`src/rtl/uart_rx_buffer.sv`:
```
//------------------------------------------------------------------------------
// Module      : uart_rx_buffer
// Description : UART receive-side circular byte FIFO with frame-done detection,
//               occupancy flags and a sticky overrun flag.
//               Define UART_RX_BUF_FWFT_EN for first-word-fall-through read data;
//               otherwise rd_data is registered on each pop.
// Revision    : 1.0 - initial release
//------------------------------------------------------------------------------
`default_nettype none

module uart_rx_buffer #(
    parameter int         DEPTH_LOG2 = 4,
    parameter logic [9:0] STOP_CNT   = 10'd9
) (
    input  logic                  clk,
    input  logic                  rst,
    input  logic                  rx_en,
    input  logic [9:0]            bit_cnt_in,
    input  logic [7:0]            rx_data_in,
    input  logic                  rd_en,
    input  logic                  clr_overrun,
    output logic [7:0]            rd_data,
    output logic                  empty,
    output logic                  full,
    output logic [DEPTH_LOG2:0]   count,
    output logic                  overrun
);

    localparam int                  c_DEPTH = 1 << DEPTH_LOG2;
    localparam logic [DEPTH_LOG2:0] c_FULL  = {1'b1, {DEPTH_LOG2{1'b0}}};

    logic [7:0]            r_mem [c_DEPTH];
    logic [9:0]            r_cnt_q;
    logic [DEPTH_LOG2-1:0] r_wr_ptr;
    logic [DEPTH_LOG2-1:0] r_rd_ptr;
    logic [DEPTH_LOG2:0]   r_count;
    logic                  r_overrun;

    logic w_frame_done;
    logic w_pop;
    logic w_push;
    logic w_drop;

    // Edge-detect on the counter so a dwell at STOP_CNT yields a single capture.
    assign w_frame_done = rx_en && (bit_cnt_in == STOP_CNT) && (r_cnt_q != STOP_CNT);
    assign w_pop        = rd_en && !empty;
    assign w_push       = w_frame_done && (!full || w_pop);
    assign w_drop       = w_frame_done && full && !w_pop;

    assign empty   = (r_count == '0);
    assign full    = (r_count == c_FULL);
    assign count   = r_count;
    assign overrun = r_overrun;

    always_ff @(posedge clk or posedge rst) begin
        if (rst) begin
            r_cnt_q   <= '0;
            r_wr_ptr  <= '0;
            r_rd_ptr  <= '0;
            r_count   <= '0;
            r_overrun <= 1'b0;
        end else begin
            r_cnt_q <= bit_cnt_in;
            if (w_push) begin
                r_wr_ptr <= r_wr_ptr + 1'b1;
            end
            if (w_pop) begin
                r_rd_ptr <= r_rd_ptr + 1'b1;
            end
            case ({w_push, w_pop})
                2'b10:   r_count <= r_count + 1'b1;
                2'b01:   r_count <= r_count - 1'b1;
                default: r_count <= r_count;
            endcase
            // A drop in the same cycle as a clear must stay visible to the host.
            if (w_drop) begin
                r_overrun <= 1'b1;
            end else if (clr_overrun) begin
                r_overrun <= 1'b0;
            end
        end
    end

    // Storage is deliberately left out of reset.
    always_ff @(posedge clk) begin
        if (w_push) begin
            r_mem[r_wr_ptr] <= rx_data_in;
        end
    end

`ifdef UART_RX_BUF_FWFT_EN
    assign rd_data = empty ? 8'h00 : r_mem[r_rd_ptr];
`else
    logic [7:0] r_rd_data;

    always_ff @(posedge clk or posedge rst) begin
        if (rst) begin
            r_rd_data <= 8'h00;
        end else if (w_pop) begin
            r_rd_data <= r_mem[r_rd_ptr];
        end
    end

    assign rd_data = r_rd_data;
`endif

endmodule

`default_nettype wire
```
`config.mk`:
```
export PLATFORM = sky130hd
export DESIGN_NAME = uart_rx_buffer
export DESIGN_NICKNAME = d
export VERILOG_FILES = /design/src/rtl/uart_rx_buffer.sv
export SDC_FILE = /design/constraint.sdc
export NUM_CORES = 1
export LEC_CHECK = 0
export ABC_AREA = 1
export CORE_MARGIN = 2
export CORE_UTILIZATION = 55
export CTS_CLUSTER_DIAMETER = 50
export CTS_CLUSTER_SIZE = 12
export DETAILED_ROUTE_END_ITERATION = 8
export PLACE_DENSITY = 0.83
export REMOVE_ABC_BUFFERS = 1
export SYNTH_ARGS = -nofsm -noshare
export SYNTH_HDL_FRONTEND = slang
export SYNTH_SLANG_ARGS = --single-unit
```
`constraint.sdc`:
```
create_clock -name clk -period 3.55 [get_ports clk]
set_clock_uncertainty 0.1 [all_clocks]
set_input_delay 0.355 -clock clk [delete_from_list [all_inputs] [get_ports clk]]
set_output_delay 0.355 -clock clk [all_outputs]
set_load 0.01 [all_outputs]
```
==> summary.md <==
| Metric | Value |
|---|---|
| Share of cells above drive strength 1 | `11.2%` |
| Number of flops mapped to enable cells by yosys | `128` |
| Critical path class | `in -> reg` |
| H-tree depth | `4` |
| Synth warn | `0` |
| RSZ-0062 raised after global routing | `no` |
| Ports | `39` |
| CP cell instances | `clkdlybuf4s50_1, nand4_1, nor4_2, nand3_2, inv_2, nand2_1, nor2_1` |
| Synth Instances | `522` |
| Status | `complete, no violations` |
| Max incr delay on CP | `660 ps` |
| Per-cell routed wire length | `19.9 um` |
| Clock slew at reported path FFs | `60 ps` |
| Pre-CTS WS | `587 ps` |
| Clk_lat worst skew | `about 420 ps` |
| Lkg Pwr | `2.70 nW` |
| Hold WS | `304 ps` |
| First-pass DRT Iterations | `5` |
| Worst-path maximum fanout | `8` |
| Setup bufs post-CTS | `0` |
| Antenna diode count | `0` |
| Final setup violation count | `0` |
| Core Region | `between 10000 and 15000 um^2` |
| CP Launch Point | `bit_cnt_in[0]` |
| Post-Syn Area | `about 6600 um^2` |
| Post_cts resized | `0` |
| Area grow syn2layout | `15.3%` |
| MaxCap Viol Count | `0` |
| Worst-case clock buffer depth | `2` |
| Pwr/cell area | `743 nW/um^2` |
| WP data required | `approximately 3500 ps` |
| Worst slew margin | `37.8%` |
| Final Cycle Share | `71.0%` |
| Cell Rows | `40` |
| Initial DRC count | `roughly 660` |
| Pins Over Slew Limit | `0` |
| CP bufs+invs | `2` |
| Fmax | `0.397 GHz` |
| Total GRT Usage | `between 20% and 30%` |
| Commonest non-fill, non-tap cell in the layout | `edfxtp_1` |
| Die H | `114 um` |
| Final Hold Fails | `0` |
| First-pass GRT wire length | `approximately 22000 um` |
| TritonCTS buffer count | `17` |
| Worst reg-to-reg path cell count | `8` |
| Largest net degree at the start of global routing | `between 60 and 70` |
| Post-Syn Area per Cell | `12.7 um^2` |
| GPL Wtd Cong | `around 0.91` |
| Top cells by area, synth | `edfxtp_1 (58%), dfrtp_1 (12%), nor2_1 (5.5%)` |
| Unique cell type count in the Yosys netlist | `40` |
| Vias in the first global route | `4167` |
| Sequential-to-total area share from yosys stat | `between 60% and 70%` |
| Hold wc startpoint | `bit_cnt_in[8]` |
| Initial Util | `55.8%` |
| Critical R2R Launch | `count[0]` |
| Min cycle time layout | `2520 ps` |
| Critical Path End Type | `register` |
| Clk sinks | `160` |
| Hold crit path type | `in -> reg` |
| Worst-margin pin slew | `around 930 ps` |
| Synth async-reset ratio | `20.0%` |
| WL final | `14300 um` |
| Hold Crit Depth | `1` |
| Startpoint Class | `primary input` |
| Stages on the worst setup path | `7` |
| Worst EP arrival | `2460 ps` |
| Root Driver | `clkbuf_16` |
| Total negative setup slack | `0 ps` |
| Top FF cell, synth | `edfxtp_1` |
| CTS tree | `done` |
| Pwr Total | `0.00569 W` |
| Yosys top cell area share | `slightly below 60%` |
| Critical path's slowest cell | `nor2_1` |
| Fin worst setup slack | `1030 ps` |
| Via density | `6.03` |
| Antenna-violating nets left | `0` |
| Maximum vdd drop | `approximately 420 uV` |
| Register bit total from synthesis | `160` |
| Via count | `4325` |
| Post-route DRC | `0` |
| Commonest non-fill, non-tap cells in the layout | `edfxtp_1 (128), nor2_1 (97), o21ai_0 (66), clkdlybuf4s50_1 (38), dfrtp_1 (32)` |
| Antenna violations before repair | `0` |
| PortBufs | `38` |
| Cell family with most CP delay | `simple AND/OR/NAND/NOR gates` |
| Total die area | `13000 um^2` |
| Synth area leader | `edfxtp_1` |
| Die Width | `114 um` |
| Total Nets Final | `587` |
| Hold buffers post-CTS | `0` |
| DP HPWL | `9310 um` |
| Total gr overflow | `0` |
==> cells in the mapped netlist, drive strengths merged (6+ instances only) <==
master	n
buf	12
xor2	7
nand2	34
edfxtp	128
ha	6
o211ai	16
o221ai	16
clkbuf	14
nand4	7
o21ai	70
o22ai	17
nand3	8
dfrtp	32
inv	36
nor2	101
a31oi	8
==> per-stage QoR <==
stage,cell area [um^2],std cells,utilization [%]
2_1_floorplan,6500,496,-
3_3_place_gp,7090,685,59.5
3_5_place_dp,7090,685,59.5
4_1_cts,7660,717,64.3
5_1_grt,7660,717,64.3
6_report,7660,717,64.3
==> cells by family (layout without fill, tap and decap cells) <==
family / count (synthesis) / count (layout) / share of synthesized area (%)
flops: 160 / 160 / 69.9
xor+xnor: 7 / 7 / 1.04
simple gates: 154 / 154 / 11.1
compound gates: 131 / 131 / 12.1
fa+ha+maj: 7 / 7 / 1.43
buf+inv: 63 / 111 / 4.41
==> registers in the layout, summed over array words and instances (netlist names) <==
signal,cells
r_mem,128
r_cnt_q,10
rd_data,8
count,5
r_rd_ptr,4
r_wr_ptr,4
overrun,1
==> per-layer routing <==
metal	vias to the layer above	share of wire, %	global-route usage (%)
li1	1961	-	-
met1	2090	40	30.9
met2	237	48	35.7
met3	37	8.8	5.63
met4	0	3.2	10.4
met5	-	0	0
==> path summary, 6_finish.rpt <==
kind | end | slack (ps)
max in group asynchronous | r_cnt_q[9] | 2310
worst max-delay path | r_mem[9][7] | 1030
worst min register to register | overrun | 420
min in group asynchronous | r_wr_ptr[2] | 350
worst max register to register | r_mem[9][7] | 1170
worst min-delay path | r_cnt_q[8] | 300
==> area by class of cell <==
type                    count  area, um^2
clock buffers              25         485
clock inverters             7        85.1
fillers                   855        4250
inverters                  37         146
multi-input cells         299        1710
flip-flops and latches    160        4640
well taps                 147         184
repair buffers             42         410
==> where the power goes <==
part           switching, W  internal [W]  total, W
registers          0.000148       0.00213   0.00228
clock network      0.000661       0.00109   0.00175
logic               0.00106      0.000600   0.00166
total               0.00187       0.00382   0.00569
Power figures use the tool's default switching activity.
